## src/rtl/m_instruction_fetch_unit_pkg.sv

```systemverilog
// Shared opcode constants, FSM encoding and decode helpers
// for the 8-bit instruction fetch unit.
package m_instruction_fetch_unit_pkg;

  localparam logic [3:0] OP_JAL    = 4'b1010;
  localparam logic [3:0] OP_BFS    = 4'b1001;
  localparam logic [3:0] NIB_MOV   = 4'b1111;
  localparam logic [7:0] WORD_HALT = 8'h00;

  typedef enum logic [1:0] {
    S_FETCH = 2'd0,
    S_EXEC  = 2'd1,
    S_HALT  = 2'd2
  } fetch_state_t;

  // Low nibble 1111 turns either opcode into a mov.
  function automatic logic is_jal(input logic [7:0] w);
    return (w[7:4] == OP_JAL) && (w[3:0] != NIB_MOV);
  endfunction

  function automatic logic is_bfs(input logic [7:0] w);
    return (w[7:4] == OP_BFS) && (w[3:0] != NIB_MOV);
  endfunction

endpackage

```

## src/rtl/m_instruction_fetch_unit_if.sv

```systemverilog
// Fetch-unit bus bundle: instruction memory, ALU feedback
// and execute-side outputs.
interface m_instruction_fetch_unit_if;

  logic [7:0] w_bus_imem_rdata;
  logic       w_imem_valid;
  logic [7:0] w_bus_alu_out;
  logic       w_cf;
  logic       w_stall;
  logic [7:0] w_bus_pc;
  logic       w_imem_req;
  logic [7:0] w_bus_word;
  logic       w_word_valid;
  logic [7:0] w_bus_link;
  logic       w_link_we;
  logic       w_halted;

  modport master (
    input  w_bus_imem_rdata,
    input  w_imem_valid,
    input  w_bus_alu_out,
    input  w_cf,
    input  w_stall,
    output w_bus_pc,
    output w_imem_req,
    output w_bus_word,
    output w_word_valid,
    output w_bus_link,
    output w_link_we,
    output w_halted
  );

  modport slave (
    output w_bus_imem_rdata,
    output w_imem_valid,
    output w_bus_alu_out,
    output w_cf,
    output w_stall,
    input  w_bus_pc,
    input  w_imem_req,
    input  w_bus_word,
    input  w_word_valid,
    input  w_bus_link,
    input  w_link_we,
    input  w_halted
  );

endinterface

```

## src/rtl/m_8bit_plus1_adder.sv

```systemverilog
// 8-bit incrementer with natural wrap (FF -> 00).
module m_8bit_plus1_adder (
  input  logic [7:0] w_bus_a,
  output logic [7:0] w_bus_sum
);

  assign w_bus_sum = w_bus_a + 8'd1;

endmodule

```

## src/rtl/m_instruction_fetch_unit.sv

```systemverilog
// Two-cycle fetch/execute sequencer: FETCH waits for memory,
// EXEC holds the word until the exit cycle updates the PC.
module m_instruction_fetch_unit #(
  parameter logic [7:0] RESET_PC = 8'h00
) (
  input logic                         w_clock,
  input logic                         w_reset_n,
  m_instruction_fetch_unit_if.master  bus
);

  import m_instruction_fetch_unit_pkg::*;

  fetch_state_t state;
  logic [7:0]   pc;
  logic [7:0]   ir;
  logic [7:0]   pc_plus1;
  logic [7:0]   next_pc;
  logic         in_fetch;
  logic         in_exec;
  logic         exit_cyc;
  logic         jal_hit;
  logic         bfs_hit;

  m_8bit_plus1_adder u_plus1 (
    .w_bus_a   (pc),
    .w_bus_sum (pc_plus1)
  );

  assign in_fetch = (state == S_FETCH);
  assign in_exec  = (state == S_EXEC);
  assign exit_cyc = in_exec && !bus.w_stall;
  assign jal_hit  = is_jal(ir);
  assign bfs_hit  = is_bfs(ir);

  always_comb begin
    next_pc = pc_plus1;
    unique case (1'b1)
      jal_hit:               next_pc = bus.w_bus_alu_out;
      bfs_hit && bus.w_cf:   next_pc = bus.w_bus_alu_out;
      default:               next_pc = pc_plus1;
    endcase
  end

  always_ff @(posedge w_clock or negedge w_reset_n) begin
    if (!w_reset_n) begin
      state <= S_FETCH;
      pc    <= RESET_PC;
      ir    <= WORD_HALT;
    end else begin
      unique case (state)
        S_FETCH: begin
          if (bus.w_imem_valid) begin
            ir    <= bus.w_bus_imem_rdata;
            state <= S_EXEC;
          end
        end
        S_EXEC: begin
          if (!bus.w_stall) begin
            // The halt word parks the PC on itself.
            if (ir == WORD_HALT) begin
              state <= S_HALT;
            end else begin
              pc    <= next_pc;
              state <= S_FETCH;
            end
          end
        end
        S_HALT: state <= S_HALT;
        default: state <= S_FETCH;
      endcase
    end
  end

  // Request is gated by reset so it drops the instant reset asserts.
  assign bus.w_imem_req   = in_fetch && w_reset_n;
  assign bus.w_bus_pc     = pc;
  assign bus.w_bus_word   = ir;
  assign bus.w_word_valid = in_exec;
  assign bus.w_halted     = (state == S_HALT);
  assign bus.w_link_we    = exit_cyc && jal_hit;
  assign bus.w_bus_link   = bus.w_link_we ? pc_plus1 : 8'h00;

endmodule

```

## src/flat_wrapper.sv

```systemverilog
// flat-port wrapper written by rule: the top's interface ports become plain ports
module m_instruction_fetch_unit_flat import m_instruction_fetch_unit_pkg::*;
#(
  parameter logic [7:0] RESET_PC = 8'h00
)
  (w_clock, w_reset_n, bus_w_bus_imem_rdata, bus_w_imem_valid, bus_w_bus_alu_out, bus_w_cf, bus_w_stall, bus_w_bus_pc, bus_w_imem_req, bus_w_bus_word, bus_w_word_valid, bus_w_bus_link, bus_w_link_we, bus_w_halted);
  m_instruction_fetch_unit_if bus_i ();
  input logic w_clock;
  input logic w_reset_n;
  input wire logic [$bits(bus_i.w_bus_imem_rdata)-1:0] bus_w_bus_imem_rdata;
  input wire logic [$bits(bus_i.w_imem_valid)-1:0] bus_w_imem_valid;
  input wire logic [$bits(bus_i.w_bus_alu_out)-1:0] bus_w_bus_alu_out;
  input wire logic [$bits(bus_i.w_cf)-1:0] bus_w_cf;
  input wire logic [$bits(bus_i.w_stall)-1:0] bus_w_stall;
  output wire logic [$bits(bus_i.w_bus_pc)-1:0] bus_w_bus_pc;
  output wire logic [$bits(bus_i.w_imem_req)-1:0] bus_w_imem_req;
  output wire logic [$bits(bus_i.w_bus_word)-1:0] bus_w_bus_word;
  output wire logic [$bits(bus_i.w_word_valid)-1:0] bus_w_word_valid;
  output wire logic [$bits(bus_i.w_bus_link)-1:0] bus_w_bus_link;
  output wire logic [$bits(bus_i.w_link_we)-1:0] bus_w_link_we;
  output wire logic [$bits(bus_i.w_halted)-1:0] bus_w_halted;
  assign bus_i.w_bus_imem_rdata = bus_w_bus_imem_rdata;
  assign bus_i.w_imem_valid = bus_w_imem_valid;
  assign bus_i.w_bus_alu_out = bus_w_bus_alu_out;
  assign bus_i.w_cf = bus_w_cf;
  assign bus_i.w_stall = bus_w_stall;
  assign bus_w_bus_pc = bus_i.w_bus_pc;
  assign bus_w_imem_req = bus_i.w_imem_req;
  assign bus_w_bus_word = bus_i.w_bus_word;
  assign bus_w_word_valid = bus_i.w_word_valid;
  assign bus_w_bus_link = bus_i.w_bus_link;
  assign bus_w_link_we = bus_i.w_link_we;
  assign bus_w_halted = bus_i.w_halted;
  m_instruction_fetch_unit #(.RESET_PC(RESET_PC)) u_core (.w_clock(w_clock), .w_reset_n(w_reset_n), .bus(bus_i));
endmodule
```

## config.mk

```make
export PLATFORM = sky130hd
export DESIGN_NAME = m_instruction_fetch_unit_flat
export DESIGN_NICKNAME = d
export VERILOG_FILES = /design/src/rtl/m_instruction_fetch_unit_pkg.sv /design/src/rtl/m_instruction_fetch_unit_if.sv /design/src/rtl/m_8bit_plus1_adder.sv /design/src/rtl/m_instruction_fetch_unit.sv /design/src/flat_wrapper.sv
export SDC_FILE = /design/constraint.sdc
export NUM_CORES = 1
export LEC_CHECK = 0
export ABC_AREA = 1
export BUFFER_PORTS_ARGS = -buffer_cell sky130_fd_sc_hd__buf_2
export CORE_UTILIZATION = 47
export CTS_CLUSTER_DIAMETER = 80
export DETAILED_ROUTE_END_ITERATION = 12
export PLACE_DENSITY = 0.82
export SLEW_MARGIN = 20
export SYNTH_ARGS = -nofsm -noshare
export SYNTH_HDL_FRONTEND = slang
export SYNTH_SLANG_ARGS = --single-unit
```

## constraint.sdc

```tcl
create_clock -name w_clock -period 1.8 [get_ports w_clock]
set_clock_uncertainty 0.15 [all_clocks]
set_input_delay 0.45 -clock w_clock [delete_from_list [all_inputs] [get_ports w_clock]]
set_output_delay 0.45 -clock w_clock [all_outputs]
set_load 0.02 [all_outputs]
```

### Word-level counts from Yosys, hierarchy flattened

Index checks and enable logic that the tools add are counted.

* equality and inequality tests: 7
* reduce and logical (&&, ||, !) cells: 13
* muxes and demuxes: 6
* $add $sub $neg: 1
* bitwise gates (word level): 2

Operators with widths (count)
* $mux W8: 2
* $add A8 B1 Y8 const B: 1
* $eq A4 B4 Y1 const B: 2
* $logic_not A8 Y1: 1
* $logic_and A1 B1 Y1: 6
* $mux W2: 3
* $pmux W2 S3: 1
* $ne A2 B2 Y1 const B: 2
* $ne A4 B4 Y1 const B: 1
* $reduce_and A2 Y1: 2
* $reduce_and A3 Y1: 1
* $eq A2 B1 Y1 const B: 1
* $eq A2 B2 Y1 const B: 1
* $logic_not A2 Y1: 1
* $not A1 Y1: 2
* $reduce_or A2 Y1: 1
* $logic_not A1 Y1: 1

* register bits: 18
* word-level logic and storage cells: 32

### Logic depth before layout (Yosys ltp)

* word-level depth: 5
* mapped depth: 9

### Hierarchy

From an unflattened synthesis, not the netlist that was laid out.

* cells, all modules: 162
* area total of the unflattened synthesis: 1172.4 µm²

By module, submodules not included
* m_instruction_fetch_unit: area an instance 1037.2 µm², instances 1, cells each 134
* m_8bit_plus1_adder: area an instance 135.1 µm², instances 1, cells each 28

### Worst setup path before layout

Ideal clock, no wire load.

* path type: reg-to-output
* from: reg u_core.ir[6], in the netlist u_core.bus.w_bus_word[6]
* to: out bus_w_bus_link[0]
* arrival time: 1.434 ns
* slack: -0.234 ns
* stages on the path, launching flop included: 8
* buffers on the path: 0
* cells stage by stage: dfrtp_1 -> inv_1 -> nand2_1 -> nor2_2 -> nand2_4 -> nor2_4 -> inv_2 -> nor2_1

* longest elaborated chain between the ends: 4

Ends and longest elaborated chain
* from (decl): RTL line m_instruction_fetch_unit.sv:15 `logic [7:0] ir;`
* from (signal assigned): RTL line m_instruction_fetch_unit.sv:53 `ir <= bus.w_bus_imem_rdata;`
* $eq A4 B4 Y1: RTL line m_instruction_fetch_unit_pkg.sv:18 `return (w[7:4] == OP_JAL) && (w[3:0] != NIB_MOV);`
* $logic_and A1 B1 Y1: RTL line m_instruction_fetch_unit_pkg.sv:18
* $logic_and A1 B1 Y1: RTL line m_instruction_fetch_unit.sv:80 `assign bus.w_link_we = exit_cyc && jal_hit;`
* net bus_w_link_we: RTL line flat_wrapper.sv:20 `output wire logic [$bits(bus_i.w_link_we)-1:0] bus_w_link_we;`
* $mux W8: RTL line m_instruction_fetch_unit.sv:81 `assign bus.w_bus_link = bus.w_link_we ? pc_plus1 : 8'h00;`
* to (decl): RTL line flat_wrapper.sv:19 `output wire logic [$bits(bus_i.w_bus_link)-1:0] bus_w_bus_link;`

The timed path passes the listed nets, and every way through them passes these cells.

### Worst setup path in the final report

* from: reg u_core.ir[6], in the netlist u_core.bus.w_bus_word[6]
* to: out bus_w_bus_link[6]

* longest elaborated chain between the ends: 4

Ends and longest elaborated chain (RTL line)
* $eq A4 B4 Y1: m_instruction_fetch_unit_pkg.sv:18
* $logic_and A1 B1 Y1: m_instruction_fetch_unit_pkg.sv:18
* $logic_and A1 B1 Y1: m_instruction_fetch_unit.sv:80
* $mux W8: m_instruction_fetch_unit.sv:81

No other way between the ends.

==> impl_metrics.env <==
export IMPL_drt_iter0_markers=25
export IMPL_path_clk_slew_ps=100
export IMPL_p_per_area_mw_per_mm2=1165
export IMPL_power_net_switching_uw=971.2
export IMPL_fin_hold_ws_ps=231.0
export IMPL_grt_antenna_before_repair=0
export IMPL_vias_per_cell=5.000
export IMPL_cp_common_cell="nor2_4"
export IMPL_final_antenna_net_count=0
export IMPL_dpl_hpwl_mm=2.354
export IMPL_pwr_share_clk=0.095
export IMPL_drv_slew=0
export IMPL_cp_depth=8
export IMPL_rsz0062_at_grt="yes"
export IMPL_area_growth_pct=55.09
export IMPL_r2r_start="u_core.state[1]"
export IMPL_grt_pass1_vias=1265
export IMPL_hp_class="in -> reg"
export IMPL_cts_buffers=3
export IMPL_grt_busiest_layer="met2"
export IMPL_port_buffers=48
export IMPL_synth_avg_cell_area_um2=7.388
export IMPL_insertion_delay_ps=290
export IMPL_yosysWarnings=0
export IMPL_tritoncts="built"
export IMPL_r2r_setup_slack_ps=280
export IMPL_cp_arrival_ps=1490
export IMPL_endpoint="bus_w_bus_link[6]"
export IMPL_seq_area_um2=455.4
export IMPL_io_pins=49
export IMPL_grt_overflow_total=0
export IMPL_postSynthCellCount=158
export IMPL_crit_path_start_kind="flop"
export IMPL_dr_total_vias=1295
export IMPL_syn_nets=180
export IMPL_swShare=0.4604
export IMPL_grtUsageMet2=0.5256
export IMPL_place_congestion=0.8488
export IMPL_ir_drop_uv=760.5
export IMPL_start_util=0.5129
export IMPL_netlist_area_mm2=0.001167
export IMPL_wl_per_cell_um=12.15
export IMPL_synth_seq_area_share=0.3859
export IMPL_timing_final_hold_violations=0
export IMPL_r2r_cells=6
export IMPL_post_route_period_util=1.163
export IMPL_synth_ff_latch_count=18
export IMPL_setup_viol=9
export IMPL_end_kind="output pin"
export IMPL_cellLeakagePower_nw=0.9710
export IMPL_ys_types=22
export IMPL_pwr_share_seq=0.317
export IMPL_crit_buf_inv=3
export IMPL_worst_slew_pin_slew_ps=357.2
export IMPL_critPathSlowestCell="dfrtp_2"
export IMPL_period_needed_ps=2093
export IMPL_die_area_mm2=0.002687
export IMPL_grt_first_pass_wirelength_mm=5.202
export IMPL_crit_start="u_core.bus.w_bus_word[6]"
export IMPL_crit_chain="inv_2 > nand2_2 > nor2_4 > nand2_4 > nor2_4 > inv_6 > nor2_4 > buf_6"
export IMPL_wl_mm=3.147
export IMPL_grtUsageMet3=0.02924
export IMPL_clock_sinks=18
export IMPL_outcome="complete, but fails checks"
export IMPL_r2r_end="u_core.bus.w_bus_word[6]"
export IMPL_num_antenna_cells=0
export IMPL_required_ps=1200
export IMPL_max_freq_ghz=0.4779
export IMPL_drt_pass1_iterations=4
export IMPL_post_place_ws_ps=-55.57
export IMPL_die_y_um=51.84
export IMPL_setup_slack_ps=-292.6
export IMPL_finish_utilization=0.7955
export IMPL_grt_max_degree=19
export IMPL_p_int_mw=1.138
export IMPL_cap_violations=0
export IMPL_clockRootBuffer="clkbuf_4"
export IMPL_h_tree_depth=1
export IMPL_path_class="reg -> out"
export IMPL_grt_use_met1=0.2748
export IMPL_multi_input_area_um2=708.2
export IMPL_critical_path_max_stage_delay_ps=430
export IMPL_cp_top_family="simple AND/OR/NAND/NOR gates"
export IMPL_core_area_mm2=0.002276
export IMPL_cts_buffer_depth=2
export IMPL_violations="negative setup slack"
export IMPL_combinationalPowerShare=0.588
export IMPL_drive_gt1_frac=0.4978
export IMPL_route_detailed_drc=0
export IMPL_slew_headroom=0.7613
export IMPL_nets=255
export IMPL_rows=17
export IMPL_fill_cells=171
export IMPL_chipWidth_um=51.84
export IMPL_track_usage=0.2617
export IMPL_cp_max_fo=8
-- metrics by stage --
stage	cell area, um2	TNS [ps]	power, mW	instances
after floorplan	1235	-1084	1.350	158
after global placement	1649	-41.16	1.758	253
after detailed placement	1649	-296.6	1.806	253
after CTS	1789	-2565	2.082	258
after global routing	1810	-3274	2.273	259
final	1810	-2505	2.109	259
-- cells by family (layout without fill, tap and decap cells) --
logic type,after synthesis,count (layout),share of synthesized area
fa+ha+maj,1,1,0.01072
buf+inv,27,100,0.09539
simple gates,100,100,0.4094
flops,18,18,0.3859
compound gates,6,6,0.03322
mux,5,5,0.05787
xor+xnor,1,1,0.007504
-- cell usage after synthesis --
cell type / count / area share
o21bai_1: 2 / 0.013
nor2_4: 3 / 0.029
buf_6: 1 / 0.0096
mux2_4: 3 / 0.039
inv_4: 1 / 0.0054
xnor2_1: 1 / 0.0075
nor2_8: 1 / 0.017
nor2_1: 18 / 0.058
inv_2: 4 / 0.013
ha_1: 1 / 0.011
nand2_1: 49 / 0.16
a31o_2: 1 / 0.0075
nand4_1: 2 / 0.011
a21oi_1: 3 / 0.013
dfrtp_1: 18 / 0.39
nor2_2: 2 / 0.011
nand3_1: 20 / 0.086
nand2_2: 1 / 0.0054
mux2_2: 2 / 0.019
nor3b_1: 1 / 0.0064
nand2_4: 3 / 0.029
inv_1: 21 / 0.068
-- worst min path at each step --
| stage | from | depth (start not counted) | to |
|---|---|---|---|
| 5_1_grt | bus_w_bus_imem_rdata[0] | 2 | u_core.bus.w_bus_word[0] |
| 3_3_place_gp | w_reset_n | 2 | u_core.bus.w_bus_word[5] |
| 2_1_floorplan | w_reset_n | 0 | u_core.bus.w_bus_pc[0] |
| 6_report | bus_w_stall | 3 | u_core.state[0] |
| 3_5_place_dp | w_reset_n | 2 | u_core.bus.w_bus_word[3] |
| 4_1_cts | bus_w_stall | 3 | u_core.state[0] |
-- worst reg2reg max path: cells and delay by family, from the launching register on --
kind | cells | cell delay (ps)
buffers and inverters | 2 | 390
and+or+nand+nor | 3 | 400
DFF | 1 | 430
AOI/OAI and AO/OA | 1 | 50
-- power by group through the flow --
| stage | sequential [mW] | combinational, mW | clock [mW] |
|---|---|---|---|
| 6_report | 0.668 | 1.24 | 0.200 |
| 5_1_grt | 0.687 | 1.36 | 0.223 |
| 4_1_cts | 0.659 | 1.21 | 0.211 |
| 3_5_place_dp | 0.656 | 1.15 | 0 |
| 3_3_place_gp | 0.646 | 1.11 | 0 |
| 2_1_floorplan | 0.843 | 0.507 | 0 |
-- placed cells by master (no fill, tap or decap), types with 2 or more instances in the layout --
master	synthesis	routed
nand2_1	49	47
buf_2	0	37
buf_4	0	22
inv_1	21	19
nand3_1	20	19
dfrtp_1	18	14
nor2_4	3	12
buf_6	1	11
nor2_1	18	9
inv_2	4	5
dfrtp_2	0	4
nand2_4	3	3
nand2_2	1	3
mux2_4	3	3
a21oi_1	3	3
clkbuf_4	0	3
nor2_2	2	2
nand4_1	2	2
o21bai_1	2	2
mux2_2	2	2
-- state kept, by name, summed over array words and instances, names as in the netlist --
signal and flops:
u_core.bus.w_bus_pc 8, u_core.state 2, u_core.bus.w_bus_word 8
-- cell type report --
| type | instances | share of cell area |
|---|---|---|
| multi-input combinational | 113 | 0.3912 |
| tap | 28 | 0.01935 |
| timing repair buffer | 71 | 0.2674 |
| sequential | 18 | 0.2516 |
| clock buffer | 3 | 0.01244 |
| inverter | 26 | 0.05805 |
-- routing by layer --
metal / vias up / wire length (um) / share of wire
met4: 0 / 38 / 0.012
met2: 43 / 1755 / 0.56
met3: 6 / 128 / 0.041
met5: - / 0 / 0
li1: 641 / - / -
met1: 605 / 1224 / 0.39
-- repair_timing --
action	4_1_cts	5_1_grt
gates resized for setup	29	5
hold buffers	1	0
hold endpoints to repair	18	0
endpoints found under the setup margin	11	11
pin swaps	5	1
setup buffers	1	1
No activity file was read; power rests on OpenSTA's default activity.
